## src/rtl/dmem_arbiter.sv

```systemverilog
// Shares one DMEM port: the CPU gets zero-latency grants, the accelerator gets bounded bursts with anti-starvation.
// Losers are stalled (CPU) or not granted (acc); acc read data is registered (+1 cycle). Stats: DMEM_ARB_STATS_EN.
module dmem_arbiter #(
  parameter int MAX_BURST    = 8,
  parameter int STARVE_LIMIT = 4
) (
  input  logic        clock,
  input  logic        reset,
  input  logic        cpu_req,
  input  logic        cpu_wren,
  input  logic [31:0] cpu_addr,
  input  logic [31:0] cpu_data,
  output logic        cpu_stall,
  output logic [31:0] cpu_q,
  input  logic        acc_req,
  input  logic        acc_wren,
  input  logic [31:0] acc_addr,
  input  logic [31:0] acc_data,
  input  logic        acc_last,
  output logic        acc_gnt,
  output logic [31:0] acc_q,
  output logic        acc_q_valid,
  output logic [31:0] address_dmem,
  output logic [31:0] data,
  output logic        wren,
  input  logic [31:0] q_dmem,
  output logic [31:0] stat_cpu_stalls,
  output logic [31:0] stat_acc_beats
);

  typedef enum logic {OPEN = 1'b0, LOCK = 1'b1} state_t;

  localparam logic [8:0] MAX_B      = 9'(MAX_BURST);
  localparam logic [7:0] STARVE_L   = 8'(STARVE_LIMIT);
  localparam bit         MULTI_BEAT = (MAX_BURST > 1);

  state_t      state_q, state_d;
  logic [7:0]  beat_cnt_q, beat_cnt_d;
  logic [7:0]  starve_cnt_q, starve_cnt_d;
  logic [8:0]  beat_inc;
  logic        cpu_grant, acc_grant;
  logic [31:0] acc_q_q;
  logic        acc_q_valid_q;

  assign beat_inc = {1'b0, beat_cnt_q} + 9'd1;

  always_comb begin
    state_d      = state_q;
    beat_cnt_d   = beat_cnt_q;
    starve_cnt_d = starve_cnt_q;
    cpu_grant    = 1'b0;
    acc_grant    = 1'b0;
    if (!reset) begin
      case (state_q)
        OPEN: begin
          if (cpu_req && !(acc_req && starve_cnt_q == STARVE_L)) begin
            cpu_grant = 1'b1;
          end else if (acc_req) begin
            acc_grant  = 1'b1;
            beat_cnt_d = 8'd1;
            if (!acc_last && MULTI_BEAT) state_d = LOCK;
          end
        end
        LOCK: begin
          // A dropped request in LOCK abandons the burst and reopens arbitration.
          if (acc_req) begin
            acc_grant  = 1'b1;
            beat_cnt_d = beat_inc[7:0];
            if (acc_last || beat_inc == MAX_B) state_d = OPEN;
          end else begin
            state_d = OPEN;
          end
        end
        default: state_d = OPEN;
      endcase
      if (acc_grant || !acc_req) begin
        starve_cnt_d = 8'd0;
      end else if (state_q == OPEN && starve_cnt_q != STARVE_L) begin
        starve_cnt_d = starve_cnt_q + 8'd1;
      end
    end
  end

  always_ff @(posedge clock) begin
    if (reset) begin
      state_q       <= OPEN;
      beat_cnt_q    <= 8'd0;
      starve_cnt_q  <= 8'd0;
      acc_q_q       <= 32'd0;
      acc_q_valid_q <= 1'b0;
    end else begin
      state_q      <= state_d;
      beat_cnt_q   <= beat_cnt_d;
      starve_cnt_q <= starve_cnt_d;
      if (acc_grant && !acc_wren) begin
        acc_q_q       <= q_dmem;
        acc_q_valid_q <= 1'b1;
      end else begin
        acc_q_valid_q <= 1'b0;
      end
    end
  end

  assign cpu_stall    = cpu_req && !cpu_grant;
  assign cpu_q        = q_dmem;
  assign acc_gnt      = acc_grant;
  assign acc_q        = acc_q_q;
  assign acc_q_valid  = acc_q_valid_q;
  assign address_dmem = cpu_grant ? cpu_addr : (acc_grant ? acc_addr : 32'd0);
  assign data         = cpu_grant ? cpu_data : (acc_grant ? acc_data : 32'd0);
  assign wren         = (cpu_grant && cpu_wren) || (acc_grant && acc_wren);

`ifdef DMEM_ARB_STATS_EN
  logic [31:0] stat_cpu_stalls_q, stat_acc_beats_q;

  always_ff @(posedge clock) begin
    if (reset) begin
      stat_cpu_stalls_q <= 32'd0;
      stat_acc_beats_q  <= 32'd0;
    end else begin
      if (cpu_stall) stat_cpu_stalls_q <= stat_cpu_stalls_q + 32'd1;
      if (acc_grant) stat_acc_beats_q  <= stat_acc_beats_q + 32'd1;
    end
  end

  assign stat_cpu_stalls = stat_cpu_stalls_q;
  assign stat_acc_beats  = stat_acc_beats_q;
`else
  assign stat_cpu_stalls = 32'd0;
  assign stat_acc_beats  = 32'd0;
`endif

endmodule

```

## config.mk

```make
export PLATFORM = sky130hd
export DESIGN_NAME = dmem_arbiter
export DESIGN_NICKNAME = d
export VERILOG_FILES = /design/src/rtl/dmem_arbiter.sv
export SDC_FILE = /design/constraint.sdc
export NUM_CORES = 1
export LEC_CHECK = 0
export BUFFER_PORTS_ARGS = -buffer_cell sky130_fd_sc_hd__clkbuf_2
export CAP_MARGIN = 20
export CORE_AREA = 2 2 139 141
export CTS_CLUSTER_SIZE = 24
export DETAILED_ROUTE_END_ITERATION = 16
export DIE_AREA = 0 0 141 143
export MAX_ROUTING_LAYER = met4
export PLACE_DENSITY_LB_ADDON = 0.1
export SYNTH_ARGS = -nofsm -noshare
export SYNTH_HDL_FRONTEND = slang
export SYNTH_SLANG_ARGS = --single-unit
```

## constraint.sdc

```tcl
create_clock -name clock -period 2.6 [get_ports clock]
set_input_delay 0.39 -clock clock [delete_from_list [all_inputs] [get_ports clock]]
set_output_delay 0.39 -clock clock [all_outputs]
set_load 0.005 [all_outputs]
```

## Word-level counts from Yosys, hierarchy flattened

Cells that the tools add are included.

| cells by class | value |
|---|---|
| add/subtract/negate cells | 2 |
| eq/ne operators | 6 |
| bitwise operators | 1 |
| mux-type cells | 23 |
| reductions and logical operators | 16 |

Operators with widths:

| cell | number |
|---|---|
| $mux 32 | 4 |
| $mux 8 | 3 |
| $pmux 8 s2 | 1 |
| $mux 1 | 13 |
| $add 8x1->9 const B | 1 |
| $eq 9x4->1 const B | 1 |
| $add 8x1->8 const B | 1 |
| $eq 8x3->1 const B | 1 |
| $ne 8x3->1 const B | 1 |
| $logic_and 1x1->1 | 7 |
| $ne 2x2->1 const B | 3 |
| $logic_not 1->1 | 4 |
| $pmux 1 s2 | 2 |
| $logic_or 1x1->1 | 3 |
| $reduce_and 3->1 | 1 |
| $reduce_or 2->1 | 1 |
| $not 1->1 | 1 |

| word-level totals | value |
|---|---|
| logic and storage cells | 53 |
| register bits after elaboration | 50 |
| output and inout port bits | 196 |
| input bits | 167 |

## Depth between registers and ports, before layout

| logic depth | value |
|---|---|
| depth after elaboration | 10 |
| depth in mapped cells | 8 |
| depth with buffers taken out | 6 |

## Worst setup path before layout

No wires, ideal clock.

| timing path | value |
|---|---|
| path type | register -> output |
| start point | register starve_cnt_q[0] |
| end point | output address_dmem[22] |
| path buffers | 2 |
| path slack | 0.631 ns |
| data arrival time | 1.579 ns |
| stages on the path, launching flop included | 9 |
| required time | 2.210 ns |
| path through | dfxtp_1 inv_1 ha_1 nor4b_4 nand3_1 nor3b_1 buf_2 buf_2 a22o_1 |

| on the way | value |
|---|---|
| longest elaborated chain between the ends | 10 |
| elaborated cells on any way between the ends | 13 |
| those cells by class | eq/ne: 1; mux: 9; reduce/logical: 3 |

Ends and longest elaborated chain:

| item | line | text |
|---|---|---|
| start: declaration | 39 | `logic [7:0] starve_cnt_q, starve_cnt_d;` |
| start signal: assignment | 94 | `starve_cnt_q <= starve_cnt_d;` |
| $eq 8x3->1 * | 56 | `if (cpu_req && !(acc_req && starve_cnt_q == STARVE_L)) begin` |
| $logic_and 1x1->1 * | 56 |  |
| $logic_not 1->1 * | 56 |  |
| $logic_and 1x1->1 * | 56 |  |
| $mux 1 | 56 |  |
| $pmux 1 s2 | 54 | `case (state_q)` |
| $mux 1 (2 in a row) | 53 | `if (!reset) begin` |
| $mux 32 | 109 | `assign address_dmem = cpu_grant ? cpu_addr : (acc_grant ? acc_addr : 32'd0);` |
| $mux 32 * | 109 |  |
| end: declaration | 23 | `output logic [31:0] address_dmem,` |

Every way passes the cells marked *; elsewhere a longest branch is shown, timed or not. The select of a mux whose other input is x is not followed.

## Worst setup path after layout

| timing path | value |
|---|---|
| start point | register starve_cnt_q[0] |
| end point | output address_dmem[9] |

The elaborated chain is that of the path after synthesis.

==> results.md <==
- The run finished with clean final reports.
- The fraction of final layout cells with drive strength greater than 1 is 48.2%.
- The routability-driven placement congestion ratio is around 0.8.
- Setup repair after global routing could not meet its margin everywhere.
- The filler cells instantiated in the layout total 2065.
- Row generation in the floorplan step produced 50 rows.
- The later-pin clock latency in the skew report is 0.29 ns.
- The multi-input combinational cells in the finished layout cover a total of approximately 2100 sq um.
- The final setup skew is 0.00335 ns.
- The clock net in this run drives a total of 50 sinks.
- After the first detailed-routing iteration, the DRC count stood at 134.
- The worst path uses 97.2% of the clock period.
- Across all layers, the routed design uses 3815 vias.
- The worst setup path is captured at a primary output.
- A synthesized cell averages 8.89 sq um.
- Net switching is 27.5% of the power.
- From synthesis to final layout, the design area changed by 39.7%.
- Before antenna repair, the detailed router went through 4 iterations.
- The final total negative setup slack is 0 ns.
- The number of instances on the worst hold path is 3.
- The final-report max-slew violation count was 0.
- The worst setup path is of the flop to primary output kind.
- The clock tree synthesis step divided the H-tree into 2 levels.
- Entering global routing, the biggest net connects 75 pins.
- Counting every instance in the synthesized netlist gives 423.
- The horizontal die dimension is 141 microns.
- The analysis attributes to net switching a power of between 0.5 and 0.6 mW.
- The leakage power figure is around 2.7 nW.
- The count of distinct cell types in the synthesized netlist is 39.
- The maximum buffer depth of the clock tree is 2.
- During placement, the flow inserted port buffers numbering 298.
- The total overflow reported by the global router is 0.
- 0 antenna diodes ended up in the layout.
- The ratio of routed vias to standard cells is 4.17.
- For the worst flop-to-flop path, the logic depth is 8.
- The number of max-capacitance violations reported is 0.
- Excluding fillers, the count of instances in the completed layout stands at 914.
- Of all nets on the critical path, the largest fanout is 25.
- The internal power is approximately 1.4 mW.
- The number of antenna violations at the first check in global routing was 0.
- The sequential standard cell area is 1000 sq um.
- The combinational fraction of design power is 26.6%.
- The final number of hold-violating endpoints came to 0.
- The summed instance area of the synthesized netlist is 3760 sq um.
- The flip-flop and latch count after synthesis is 50.
- ~360 I/O pins were placed.
- The standard cell core area is ~19000 sq um.
- The starting density of the core is 20.2%.
- The combined global-route utilization of all metal layers is roughly an eighth.
- The arrival time at the worst endpoint is 2.14 ns.
- The wire length of the first global-routing pass is 19200 microns.
- The TritonCTS buffer count is 5.
- The height of the die is 143 microns.
- Of the synthesized area, sequential elements account for between 20% and 30%.
- The clock-pin slew on the worst setup and hold paths is 0.06 ns.
- In this run, placement finished with an instance count of 901.
- The area enclosed by the die boundary is 20200 sq um.
- The data required time of the critical path is 2.21 ns.
- The final setup violation count is 0.
- For the pin with the worst max-slew slack, the measured transition is around 0.57 ns.
- The detail route stage leaves a number of antenna-violating nets equal to 0.
- The wire length per cell is 15.7 microns.
- For this run, design rule violations remaining after detail routing come to 0.
- After layout, the minimum clock period comes to 2.53 ns.
- The half-perimeter wire length of the detailed placement result is 11700 microns.
- In this run the worst hold path is classified as input pin to flop.
- The maximum clock frequency is 0.396 GHz.
- The peak supply drop is 0.217 mV.
- The launching element type of the critical path is a flop.
- The headroom to the max-slew limit is 62.3%.
- The via count of the first global-routing pass was 3363.
- Sequential cells account for 40.4% of the total power.
- For this run, the number of Yosys warnings is 0.
- The clock tree root buffer cell is clkbuf_16.
- The net count of the finished layout is between 800 and 900.
- The routed wire length is 14400 microns.
- Per report_power, the clock group accounts for 32.9% of the total.
- The CTS tree is built.
- In this run, post-CTS hold repair placed 0 buffers.
- In this run the power density over the cells is 377 nW/um^2.
[layout by cell type, fill, tap and decap left out, types with 4 or more instances in the layout]
cell	netlist	routed
xnor2_1	4	4
nand2b_1	65	65
buf_4	96	7
conb_1	1	64
clkbuf_2	0	295
dfxtp_1	50	49
a22o_1	65	62
o21ai_0	5	5
mux2i_1	32	32
a21oi_1	7	7
nand2_1	6	6
nand3_1	10	10
inv_1	4	4
clkbuf_16	0	7
o21a_1	4	4
nor2_1	10	10
nor2b_1	4	4
buf_12	0	4
[critical path: stages, from the launching register on]
cell and delay (ns):
dfxtp_2 0.33, inv_1 0.06, ha_1 0.14, nor4b_4 0.29, a32oi_2 0.20, nor2_4 0.17, buf_12 0.14, clkbuf_16 0.20
a22o_1 0.17, clkbuf_2 0.12
[logic make-up (layout without fill, tap and decap cells)]
family	after synthesis	count (layout)	synth area share (%)
buffers and inverters	128	322	24.3
and+or+nand+nor	115	115	18.8
AOI/OAI and AO/OA	86	86	18.8
DFF	50	50	26.6
muxes	33	33	8.82
xor gates and xnor gates	7	7	1.63
adders and majority gates	3	3	0.998
other	1	64	0.0997
[what timing repair did]
action,4_1_cts,5_1_grt
endpoints found under the hold margin,0,0
pin swaps,1,19
resized for setup,0,8
setup endpoints to repair,2,54
buffers inserted,0,5
cloned,0,2
[cell usage after synthesis, drive strengths merged]
cell type | count | area [sq um]
nand2 | 6 | 22.5
or3 | 1 | 6.26
nand3 | 10 | 50.1
buf | 113 | 856
clkbuf | 11 | 41.3
mux2i | 32 | 320
a21boi | 1 | 7.51
inv | 4 | 15.0
a32oi | 1 | 16.3
and4 | 1 | 8.76
xor2 | 3 | 26.3
o21a | 4 | 30.0
or4 | 3 | 22.5
ha | 3 | 37.5
and3 | 1 | 6.26
a31oi | 1 | 6.26
nor3b | 1 | 7.51
a41o | 1 | 10.0
dfxtp | 50 | 1000
a21oi | 7 | 35.0
a311oi | 1 | 8.76
nand2b | 65 | 407
nor2 | 12 | 55.1
o21ai | 5 | 25.0
a22o | 65 | 569
mux2 | 1 | 11.3
nor4b | 1 | 23.8
nor3 | 3 | 15.0
and2 | 2 | 12.5
nand4 | 1 | 6.26
xnor2 | 4 | 35.0
conb | 1 | 3.75
nor2b | 4 | 25.0
nand4b | 2 | 17.5
and4b | 2 | 20.0
[layer usage]
metal	wire length, microns	global-route usage (%)	vias up
li1	-	-	1836
met1	6160	16.1	1753
met2	7050	20.2	217
met3	1030	2.98	9
met4	144	3.21	0
met5	0	-	-
[final timing paths]
kind	from	end	slack, ns
setup / recovery	starve_cnt_q[0]$_SDFFE_PP0P_	address_dmem[9]	0.07
hold / removal	q_dmem[14]	acc_q[14]$_SDFFE_PP0P_	0.35
setup reg to reg	starve_cnt_q[0]$_SDFFE_PP0P_	acc_q[2]$_SDFFE_PP0P_	0.66
hold reg to reg	acc_q[20]$_SDFFE_PP0P_	acc_q[20]$_SDFFE_PP0P_	0.47
[cell type report]
| class | count | area share, % |
|---|---|---|
| Timing Repair Buffer | 312 | 32.1 |
| Sequential cell | 50 | 19.1 |
| Tap cell | 234 | 5.57 |
| Multi-Input combinational cell | 308 | 40.4 |
| Clock buffer | 6 | 2.64 |
| Inverter | 4 | 0.286 |
[power by group through the flow]
stage               Clock (mW)  Sequential, mW  Combinational [mW]
floorplan                    0           0.818               0.320
global placement             0           0.817               0.509
detailed placement           0           0.818               0.507
CTS                      0.687           0.801               0.509
global route             0.710           0.803               0.574
finish                   0.652           0.801               0.527
[flip-flops by register name (all words and copies together), names as in the netlist]
register	flops
acc_q	32
beat_cnt_q	8
starve_cnt_q	8
acc_q_valid	1
state_q	1
[metrics by stage]
stage	hold WS (ns)	total power [mW]	util [%]	cell area, sq um	setup slack, ns
2_1_floorplan	0.458	1.14	-	4000	0.631
3_3_place_gp	0.458	1.33	26.8	4980	0.350
3_5_place_dp	0.464	1.32	26.8	4980	0.319
4_1_cts	0.333	2.00	27.6	5120	-0.0115
5_1_grt	0.341	2.09	28.3	5260	-0.0132
6_report	0.345	1.98	28.3	5260	0.0738
(Power assumes the default switching activity.)
